### src/rtl/simple_ff_pipe.sv
// Elastic valid/ready register pipeline: WIDTH-bit data through DEPTH stages.
// Back-pressure stalls only the stages that must stall, and bubbles collapse.
module simple_ff_pipe #(
    parameter int               WIDTH      = 8,
    parameter int               DEPTH      = 4,
    parameter logic [WIDTH-1:0] RESET_VAL  = '0,
    parameter string            DATA_RESET = "TRUE"
) (
    input  logic                       CK,
    input  logic                       SR_N,
    input  logic                       CLR,
    input  logic                       IN_VALID,
    output logic                       IN_READY,
    input  logic [WIDTH-1:0]           D,
    output logic                       OUT_VALID,
    input  logic                       OUT_READY,
    output logic [WIDTH-1:0]           Q,
    output logic [$clog2(DEPTH+1)-1:0] LEVEL
);

    localparam int LW = $clog2(DEPTH + 1);
    localparam logic [LW-1:0] LEVEL_ONE = LW'(1);

    logic [DEPTH-1:0] v_q, v_d;
    logic [WIDTH-1:0] d_q [DEPTH];
    logic [WIDTH-1:0] d_d [DEPTH];
    logic [DEPTH-1:0] src_v;
    logic [WIDTH-1:0] src_d [DEPTH];
    logic [DEPTH:0]   rdy;
    logic [LW-1:0]    level_q, level_d;
    logic             in_fire;
    logic             out_fire;

    // A stage may load when it is empty or the stage after it is moving.
    always_comb begin
        rdy        = '0;
        rdy[DEPTH] = OUT_READY;
        for (int i = DEPTH - 1; i >= 0; i--) begin
            rdy[i] = !v_q[i] | rdy[i+1];
        end
    end

    assign IN_READY  = rdy[0] & SR_N;
    assign OUT_VALID = v_q[DEPTH-1];
    assign Q         = d_q[DEPTH-1];
    assign LEVEL     = level_q;
    assign in_fire   = IN_VALID & IN_READY;
    assign out_fire  = v_q[DEPTH-1] & OUT_READY;

    always_comb begin
        src_v[0] = IN_VALID;
        src_d[0] = D;
        for (int i = 1; i < DEPTH; i++) begin
            src_v[i] = v_q[i-1];
            src_d[i] = d_q[i-1];
        end
    end

    // Data only moves with a valid source, so idle stages never toggle.
    always_comb begin
        v_d = v_q;
        d_d = d_q;
        for (int i = 0; i < DEPTH; i++) begin
            if (CLR) begin
                v_d[i] = 1'b0;
            end else if (rdy[i]) begin
                v_d[i] = src_v[i];
                if (src_v[i]) begin
                    d_d[i] = src_d[i];
                end
            end
        end
    end

    always_comb begin
        level_d = level_q;
        if (CLR) begin
            level_d = '0;
        end else if (in_fire && !out_fire) begin
            level_d = level_q + LEVEL_ONE;
        end else if (out_fire && !in_fire) begin
            level_d = level_q - LEVEL_ONE;
        end
    end

    always_ff @(posedge CK or negedge SR_N) begin
        if (!SR_N) begin
            v_q     <= '0;
            level_q <= '0;
        end else begin
            v_q     <= v_d;
            level_q <= level_d;
        end
    end

    generate
        if (DATA_RESET == "TRUE") begin : g_data_rst
            always_ff @(posedge CK or negedge SR_N) begin
                if (!SR_N) begin
                    for (int i = 0; i < DEPTH; i++) begin
                        d_q[i] <= RESET_VAL;
                    end
                end else begin
                    d_q <= d_d;
                end
            end
        end else begin : g_data_norst
            always_ff @(posedge CK) begin
                d_q <= d_d;
            end
        end
    endgenerate

endmodule

### config.mk
export PLATFORM = sky130hd
export DESIGN_NAME = simple_ff_pipe
export DESIGN_NICKNAME = d
export VERILOG_FILES = /design/src/rtl/simple_ff_pipe.sv
export SDC_FILE = /design/constraint.sdc
export NUM_CORES = 1
export LEC_CHECK = 0
export ABC_AREA = 1
export BUFFER_PORTS_ARGS = -buffer_cell sky130_fd_sc_hd__buf_2
export CORE_AREA = 2 2 60 62
export CTS_CLUSTER_SIZE = 40
export DETAILED_ROUTE_END_ITERATION = 10
export DIE_AREA = 0 0 62 64
export GPL_TIMING_DRIVEN = 0
export HOLD_SLACK_MARGIN = 0.03
export PLACE_DENSITY = 0.75
export SLEW_MARGIN = 20
export SYNTH_ARGS = -nofsm -noshare
export SYNTH_HDL_FRONTEND = slang
export SYNTH_SLANG_ARGS = --single-unit
### constraint.sdc
create_clock -name CK -period 2.1 [get_ports CK]
set_input_delay 0.21 -clock CK [delete_from_list [all_inputs] [get_ports CK]]
set_output_delay 0.21 -clock CK [all_outputs]
set_load 0.005 [all_outputs]
==> metrics, run 1 <==
status=finished clean; fin crit share=0.902; IO Pins=26; Yosys top cell area share=0.551; Slew @ Worst Pin=0.209 ns; DR pass1 iterations=4; Seq/Total Area, Yosys=0.551; placed insts=243; FFs w/ async S/R, synth=1.00; CP Data Arrival Time=2.14 ns; CP cell instances=inv_2 -> nor2_4 -> nand3_4 -> nand4_2 -> inv_1 -> fa_1 -> xnor2_1 -> inv_1 -> nand3_1 -> nand2_1 -> nand2_1 -> nand2_1; DR DRC count=0; clock buffer depth=2; wire per inst=11.3 µm; Fillers=279; starting density of the core=0.539; Syn Inst Count=172; count of different cell masters after synthesis=24; Worst Clk Skew=0.00638 ns; crit path time final=1.89 ns; Clock Latency Late Sink=0.34 ns; clock transition at the registers of the reported paths=0.12 ns; leak pwr=1.07 nW; Die Wd=62 µm; via/cell ratio=4.83; post-synth top area cell=dfrtp_1; total grt overflow=0; post-route ant nets=0; Worst VDD drop=459 µV; post-CTS setup buffer count=0; register area=978 µm²; Netlist Area Pre-Place=1770 µm²; highest cell delay on the worst timing path=0.42 ns; most frequent CP cell=nand2_1; Most used DFF post-synth=dfrtp_1; synth warn=0; fmax=528 MHz; H-tree Lvls=2; R2R cell count=12; Worst Hold Class=in2reg; hold depth=3; Slew HR=0.861; largest cells by area after synthesis=dfrtp_1 55%, inv_1 5.3%, nand2_1 4.9%; area of the multi-input gates=586 µm²; setup TNS=0 ns; Antenna diodes=0; Crit Path Max Fanout=5; CP Capture Type=register; PD cells=865 nW/µm²; Non-Filler Instances=253; CTS Sinks=39; Post-synth EDFFs=0; largest net degree at the start of global routing=40; vias in the first global route=1162; DIE HEIGHT=64 µm; count of final hold-check violations=0; synthesized net count=186; Setup WS pre-CTS=-0.0659 ns; routed wire length=2850 µm; CP Launch Type=register; worst endpoint required time=2.35 ns; nets@finish=220; CTS tree=done; Placer Congestion=0.760; critical path's slowest cell=dfrtp_2; Iter 0 DRT Violations=21; fin. max-slew vios=0; commonest cells in the netlist=39 x dfrtp_1, 25 x inv_1, 23 x nand2_1; HPWL Detailed=2050 µm; Syn-to-layout area delta=15.2%; RSZ-0062 raised after global routing=false; endpoints failing setup=0; synthesized area per cell=10.3 µm²; die area=3970 µm²; final setup margin=0.205 ns; max-cap viol count=0; share of layout cells above drive strength 1=0.324; Vias=1221; #FFs+latches synth=39; CTS buffer count=5; total core area=3280 µm²; total power=1.76 mW; Tot GR Track Use=0.172; most common cell in the netlist=dfrtp_1; critical setup path kind=reg2reg; Row Count=21; CTS Root Cell=clkbuf_4; first-pass GRT wire length=5040 µm; # port buffers=25; initial antenna violation count=0
==> worst max-delay path, delay by kind of cell, from the launching register on <==
family,cells,cell delay (ns)
xor gates and xnor gates,1,0.19
adders and majority gates,1,0.39
buffers and inverters,3,0.19
DFF,1,0.42
and+or+nand+nor,7,0.60
==> cell families (layout without fill, tap and decap cells) <==
group                    Yosys count  count (layout)  share of synthesized area
AO/OA/AOI/OAI                     31              31                     0.0898
XOR/XNOR                           1               1                    0.00495
adder cells (fa/ha/maj)            1               1                     0.0113
buffers and inverters             39              74                      0.118
flip-flops                        39              39                      0.551
multiplexers                       5               5                     0.0403
AND/OR/NAND/NOR                   56              56                      0.184
==> routing by layer <==
layer / up-vias / track usage / wire, µm
li1: 608 / - / -
met2: 28 / 0.270 / 1420
met5: - / 0 / 0
met3: 6 / 0.0607 / 145
met1: 579 / 0.219 / 1230
met4: 0 / 0.0559 / 49
==> worst paths after layout <==
check                             from  slack [ns]       end
worst min-delay path              D[2]        0.09   d_q[26]
worst max-delay path            v_q[2]        0.21  LEVEL[2]
worst min register to register    Q[6]        0.50      Q[6]
max in group asynchronous         SR_N        1.46    v_q[3]
min in group asynchronous         SR_N        0.44    v_q[1]
worst max register to register  v_q[2]        0.21  LEVEL[2]
==> registers in the layout (all words and copies together), names as in the netlist <==
signal and cells:
LEVEL 3, Q 8, d_q 24, v_q 4
==> stage by stage <==
step | area [µm²] | utilization | hold slack (ns)
detailed placement | 1950 | 0.595 | 0.390
floorplan | 1770 | - | -0.0856
global placement | 1950 | 0.595 | 0.368
global route | 2040 | 0.621 | 0.0792
CTS | 2040 | 0.620 | 0.0839
finish | 2040 | 0.621 | 0.0897
==> placed cells by master (no fill, tap or decap), types with 5 or more instances in the layout <==
cell      count
dfrtp_1      37
o21ai_1       9
a21oi_1      13
inv_1        25
clkbuf_4      5
nand4_1       5
buf_2        25
o21ai_0       8
nand2_1      23
nor2_1       15
buf_4         8
==> final cells by class <==
cell class / count / area share
Buffer: 12 / 0.0515
Clock buffer: 6 / 0.0202
Clock inverter: 2 / 0.00613
Inverter: 27 / 0.0509
Multi-Input combinational cell: 94 / 0.287
Sequential cell: 39 / 0.480
Tap cell: 46 / 0.0282
Timing Repair Buffer: 27 / 0.0761
==> timing repair <==
item	4_1_cts	5_1_grt
hold buffers	2	0
endpoints found under the hold margin	39	0
endpoints found under the setup margin	0	1
resized for setup	0	2
==> where the power goes <==
part | total, mW | internal [mW] | leakage [nW] | switching (mW)
Combinational | 0.410 | 0.234 | 0.574 | 0.176
Clock | 0.375 | 0.129 | 0.0282 | 0.246
Sequential | 0.978 | 0.901 | 0.472 | 0.0769
(Power assumes the default switching activity.)
==> run 2: changes to the inputs <==
- ABC_AREA: 1 -> default
- PLACE_DENSITY: 0.75 -> 0.73
==> run 2 against run 1 <==
Against the previous run: maximum frequency down 7.5%; via count down 11%; die area unchanged; wire length up 5.9%; flip-flop and latch count unchanged; combinational power up 14%; largest power group unchanged.
==> metrics, run 2 <==
Antenna diodes=0 (unchanged); commonest cells in the netlist=39 x dfrtp_1, 24 x mux2_2, 8 x buf_4, 8 x mux2_4, 8 x nor2_1; Placed Area=1910 µm² (-2.1%); Non-Filler Instances=211 (-17%); initial antenna violation count=0 (unchanged); Yosys top cell area share=0.564 (+0.0132); critical path's slowest cell=fa_1; fin area=2060 µm² (+0.86%); Most used DFF post-synth=dfrtp_1; max-cap viol count=0 (unchanged); synthesized area per cell=13.8 µm² (+34%); R2R cell count=7 (-5); status=finished clean; Top reg by flops=d_q; count of different cell masters after synthesis=30 (+25%); H-tree Lvls=2 (unchanged); Syn-to-layout area delta=19.0%; starting density of the core=0.526 (-0.0126); DR pass1 iterations=4 (unchanged); Syn Inst Count=125 (-27%); CTS tree=done; worst flop-to-flop path endpoint=LEVEL[1]; endpoints failing setup=0 (unchanged); IO Pins=26 (unchanged); Worst VDD drop=418 µV (-8.9%); Iter 0 DRT Violations=31 (+48%); register area=977 µm² (-0.13%); share of layout cells above drive strength 1=0.558 (+0.234); CP Launch Type=input pin; most common cell after layout, fill and taps aside=dfrtp_1; worst endpoint required time=2.35 ns (about the same); wire per inst=14.3 µm (+27%); end of the worst hold path=d_q[27]; hold wc startpoint=D[3]; routed wire length=3020 µm (+5.9%); nets@finish=178 (-19%); Tot GR Track Use=0.179 (+0.00633); clock transition at the registers of the reported paths=0.11 ns (about the same); DR DRC count=0 (unchanged); largest cells by area after synthesis=dfrtp_1 56%, mux2_2 16%, mux2_4 6.9%; # port buffers=25 (unchanged); PD cells=919 nW/µm² (+6.2%); flop2flop setup slack=0.08 ns (-0.13 ns); count of final hold-check violations=0 (unchanged); Worst Hold Class=in2reg; synthesized net count=139 (-25%); most frequent cells in the layout=38 x dfrtp_1, 25 x buf_2, 24 x mux2_2, 14 x buf_4, 8 x mux2_4; CTS Root Cell=clkbuf_4; Die Wd=62 µm (unchanged); max reg flops=24 (unchanged); fmax=488 MHz (-7.5%); CTS buffer count=5 (unchanged); Post-synth EDFFs=0 (unchanged); fin crit share=0.976 (+0.0735); Placer Congestion=0.839 (+10%); fin. max-slew vios=0 (unchanged); crit path time final=2.05 ns (+0.154 ns); clock buffer depth=2 (unchanged); CP delay by family, top=buffers and inverters; RR Startpoint=v_q[2]; CP Data Arrival Time=2.30 ns (+0.16 ns); Worst Clk Skew=0.00458 ns (-0.00181 ns); post-route ant nets=0 (unchanged); Fillers=259 (-7.2%); worst path bufs/invs=2 (-1); vias in the first global route=1075 (-7.5%); total core area=3280 µm² (unchanged); Row Count=21 (unchanged); hold depth=2 (-1); Slew @ Worst Pin=0.538 ns (+0.329 ns); largest net degree at the start of global routing=40 (unchanged); via/cell ratio=5.15 (+6.6%); RSZ-0062 raised after global routing=false; CP Capture Type=register; post-synth top area cell=dfrtp_1; first-pass GRT wire length=4990 µm (-1.1%); highest cell delay on the worst timing path=0.58 ns (+0.16 ns); Seq/Total Area, Yosys=0.564 (+0.0132); total grt overflow=0 (unchanged); die area=3970 µm² (unchanged); CP cell instances=dlygate4sd3_1 -> buf_4 -> nand2_4 -> a21oi_2 -> fa_1 -> nor2_2 -> or2_2 -> o221a_2 -> o22a_1; #FFs+latches synth=39 (unchanged); CTS Sinks=39 (unchanged); Clock Latency Late Sink=0.35 ns (about the same); HPWL Detailed=2070 µm (+0.66%); area of the multi-input gates=671 µm² (+15%); critical setup path kind=in2reg; FFs w/ async S/R, synth=1.00 (unchanged); Crit Path Max Fanout=5 (unchanged); leak pwr=1.01 nW (-6.4%); DIE HEIGHT=64 µm (unchanged); synth warn=0 (unchanged); placed insts=196 (-19%); Vias=1086 (-11%); Slew HR=0.642 (-0.219); Netlist Area Pre-Place=1730 µm² (-2.3%); most common cell in the netlist=dfrtp_1
==> run 2: worst max path at each step <==
stage,startpoint,end,slack (ns),cells past startpoint
2_1_floorplan,v_q[0],LEVEL[1],0.16,7
3_3_place_gp,SR_N,LEVEL[1],-0.45,8
3_5_place_dp,SR_N,LEVEL[1],-0.57,8
4_1_cts,v_q[0],LEVEL[1],0.03,7
5_1_grt,v_q[2],LEVEL[1],0.02,7
6_report,SR_N,LEVEL[1],0.05,9
==> run 2: logic make-up (layout without fill, tap and decap cells) <==
logic type	Yosys count	count (layout)	share of synthesized area
AOI/OAI and AO/OA	13	13	0.0593
adders and majority gates	1	1	0.0116
buffers and inverters	15	55	0.0593
DFF	39	39	0.564
muxes	32	32	0.226
and+or+nand+nor	25	25	0.0796
==> run 2: power by group <==
part,internal (mW),total [mW],switching (mW),leakage [nW]
Sequential,0.944,1.05,0.103,0.483
Combinational,0.321,0.467,0.146,0.494
Clock,0.129,0.376,0.247,0.0282
==> run 2: per-stage QoR <==
step / TNS [ns] / setup WS, ns / hold slack, ns / utilization / total power [mW]
after floorplan: 0 / 0.156 / -0.0856 / - / 1.36
after global placement: -0.610 / -0.451 / 0.367 / 0.582 / 1.48
after detailed placement: -0.781 / -0.571 / 0.369 / 0.582 / 1.52
after CTS: 0 / 0.0254 / 0.0586 / 0.610 / 1.90
after global routing: 0 / 0.0169 / 0.0557 / 0.626 / 2.02
final: 0 / 0.0508 / 0.0802 / 0.626 / 1.89
==> run 2: layer usage <==
layer,wire length (µm),track usage,share of wire
met1,1300,0.220,0.43
met2,1520,0.275,0.50
met3,120,0.0587,0.040
met4,76,0.0878,0.025
met5,0,0,0
==> run 2: timing repair <==
action,4_1_cts,5_1_grt
gates resized for setup,3,5
hold endpoints to repair,39,0
setup buffers,0,5
hold buffers,2,0
cloned,0,0
endpoints found under the setup margin,1,2
pin swaps,0,1
==> run 2: final cells by class <==
cell class	count	share of cell area
clock buffers	6	0.0201
repair buffers	32	0.0949
well taps	46	0.0280
inverters	3	0.00547
flip-flops and latches	39	0.475
plain buffers	12	0.0444
clock inverters	2	0.00608
multi-input cells	71	0.326
==> run 3: changes to the inputs <==
--- a/config.mk
+++ b/config.mk
@@ -13,4 +13,4 @@
 export GPL_TIMING_DRIVEN = 0
-export HOLD_SLACK_MARGIN = 0.03
-export PLACE_DENSITY = 0.73
+export HOLD_SLACK_MARGIN = 0.02
+export PLACE_DENSITY = 0.84
 export SLEW_MARGIN = 20
--- a/constraint.sdc
+++ b/constraint.sdc
@@ -3,2 +3,2 @@
 set_output_delay 0.21 -clock CK [all_outputs]
-set_load 0.005 [all_outputs]
+set_load 0.02 [all_outputs]
==> run 3 against run 2 <==
Against the previous run: combinational power up 13%; count of clock-buffer cells in the layout unchanged; register-to-register slack about the same; non-clock buffer count down 4; largest cell class unchanged.
==> metrics, run 3 (synthesis gave the netlist of run 2 again) <==
status=finished clean; crit path time final=2.05 ns (+0.00460 ns); Worst Hold Class=in2reg; count of final hold-check violations=0 (unchanged); Slew HR=0.668 (+0.0262); PD cells=1070 nW/µm² (+16%); Tot GR Track Use=0.187 (+0.00825); Seq pwr share=0.480 (-0.074); combinational power share=0.241 (-0.006); DIE HEIGHT=64 µm (unchanged); starting density of the core=0.526 (unchanged); endpoints failing setup=0 (unchanged); R2R cell count=7 (unchanged); post-route ant nets=0 (unchanged); initial antenna violation count=0 (unchanged); max reg flops=24 (unchanged); Clk pwr share=0.279 (+0.080); Antenna diodes=0 (unchanged); CTS Sinks=39 (unchanged); Fillers=265 (+2.3%); Placer Congestion=0.769 (-8.2%); Placed Area=1910 µm² (unchanged); clock buffer depth=2 (unchanged); wire per inst=14.6 µm (+2.5%); clock transition at the registers of the reported paths=0.11 ns (about the same); CP Data Arrival Time=2.31 ns (about the same); CTS Root Cell=clkbuf_4; most frequent cells in the layout=38 x dfrtp_1, 25 x buf_2, 24 x mux2_2, 10 x buf_4; worst path bufs/invs=2 (unchanged); critical setup path kind=in2reg; DR DRC count=0 (unchanged); HPWL Detailed=2110 µm (+2.0%); area of the multi-input gates=656 µm² (-2.2%); Clock Latency Late Sink=0.35 ns (about the same); leak pwr=1.00 nW (-0.20%); fin. max-slew vios=0 (unchanged); nets@finish=174 (-2.2%); CP Capture Type=register; Vias=1048 (-3.5%); hold depth=2 (unchanged); critical path's slowest cell=dlygate4sd3_1; NetSw=566 µW (+14%); CP Launch Type=input pin; Row Count=21 (unchanged); DR pass1 iterations=5 (+1); max-cap viol count=0 (unchanged); end of the worst hold path=d_q[28]; met1 wire length=1310 µm (+1.1%); Slew @ Worst Pin=0.498 ns (-0.0392 ns); Worst VDD drop=492 µV (+18%); first-pass GRT wire length=5280 µm (+5.8%); worst flop-to-flop path endpoint=LEVEL[1]; worst endpoint required time=2.36 ns (about the same); # port buffers=25 (unchanged); Die Wd=62 µm (unchanged); routed wire length=3030 µm (+0.53%); setup TNS=0 ns (unchanged); die area=3970 µm² (unchanged); hold wc startpoint=D[4]; Worst Clk Skew=0.00951 ns (+0.00493 ns); WL met2=1480 µm (-2.7%); flop2flop setup slack=0.08 ns (about the same); Iter 0 DRT Violations=28 (-9.7%); total core area=3280 µm² (unchanged); Sw Share=0.258 (-0.00442); fin crit share=0.978 (+0.00219); placed insts=196 (unchanged); CTS tree=done; Non-Filler Instances=207 (-1.9%); Internal=1.63 mW (+17%); fmax=487 MHz (-0.22%); Syn-to-layout area delta=19.1%; highest cell delay on the worst timing path=0.54 ns (-0.04 ns); vias in the first global route=1132 (+5.3%); via/cell ratio=5.06 (-1.6%); CP cell instances=dlygate4sd3_1 -> buf_4 -> nand2_1 -> a21oi_2 -> fa_1 -> nor2_1 -> or2_2 -> o221a_2 -> o22a_1; met3 wire length=149 µm (+24%); CP delay by family, top=buffers and inverters; fin area=2060 µm² (+0.12%); RR Startpoint=v_q[2]; Top reg by flops=d_q; register area=977 µm² (unchanged); highest routed layer=met4; total grt overflow=0 (unchanged); H-tree Lvls=2 (unchanged); share of layout cells above drive strength 1=0.528 (-0.0296); IO Pins=26 (unchanged); largest net degree at the start of global routing=40 (unchanged); Crit Path Max Fanout=5 (unchanged); most common cell after layout, fill and taps aside=dfrtp_1; CTS buffer count=5 (unchanged)
-- run 3: how the worst max path moves through the flow --
stage | slack [ns] | start | to | cells past startpoint
floorplan | 0.15 | v_q[0] | LEVEL[1] | 7
global placement | -0.37 | SR_N | LEVEL[1] | 8
detailed placement | -0.54 | SR_N | LEVEL[1] | 8
CTS | 0.06 | v_q[0] | LEVEL[1] | 7
global route | -0.002 | SR_N | LEVEL[1] | 9
finish | 0.05 | SR_N | LEVEL[1] | 9
-- run 3: through the flow --
| stage | hold WS (ns) | setup WS, ns | utilization | power (mW) |
|---|---|---|---|---|
| floorplan | -0.0856 | 0.155 | - | 1.44 |
| global placement | 0.342 | -0.371 | 0.582 | 1.55 |
| detailed placement | 0.377 | -0.540 | 0.582 | 1.60 |
| CTS | 0.0700 | 0.0554 | 0.624 | 2.22 |
| global route | 0.0589 | -0.00210 | 0.627 | 2.32 |
| finish | 0.0830 | 0.0462 | 0.627 | 2.19 |
-- run 3: area by class of cell --
| cell class | count | area share |
|---|---|---|
| Multi-Input combinational cell | 71 | 0.318 |
| Clock buffer | 6 | 0.0200 |
| Buffer | 12 | 0.0443 |
| Tap cell | 46 | 0.0279 |
| Inverter | 3 | 0.00547 |
| Timing Repair Buffer | 28 | 0.0802 |
| Clock inverter | 2 | 0.0292 |
| Sequential cell | 39 | 0.474 |
-- run 3: worst register-to-register path, cell delays in order, from the launching register on --
cell and delay, ns:
dfrtp_1 0.45, a31o_2 0.29, a21oi_2 0.21, fa_1 0.47
nor2_1 0.15, or2_2 0.12, o221a_2 0.17, o22a_1 0.12
-- run 3: timing repair --
item | in CTS | in global routing
hold buffers | 2 | 0
buffers inserted | 0 | 1
hold endpoints to repair | 39 | 0
endpoints found under the setup margin | 2 | 2
resized for setup | 3 | 1
-- run 3: power groups by stage --
stage	registers (mW)	clock network, mW	logic [mW]
floorplan	1.03	0	0.402
global placement	1.05	0	0.498
detailed placement	1.07	0	0.523
CTS	1.06	0.627	0.534
global route	1.08	0.662	0.575
finish	1.05	0.612	0.528
-- run 3: metal layers --
layer	track usage	up-vias
li1	-	506
met1	0.235	502
met2	0.283	33
met3	0.0607	7
met4	0.0957	0
met5	0	-
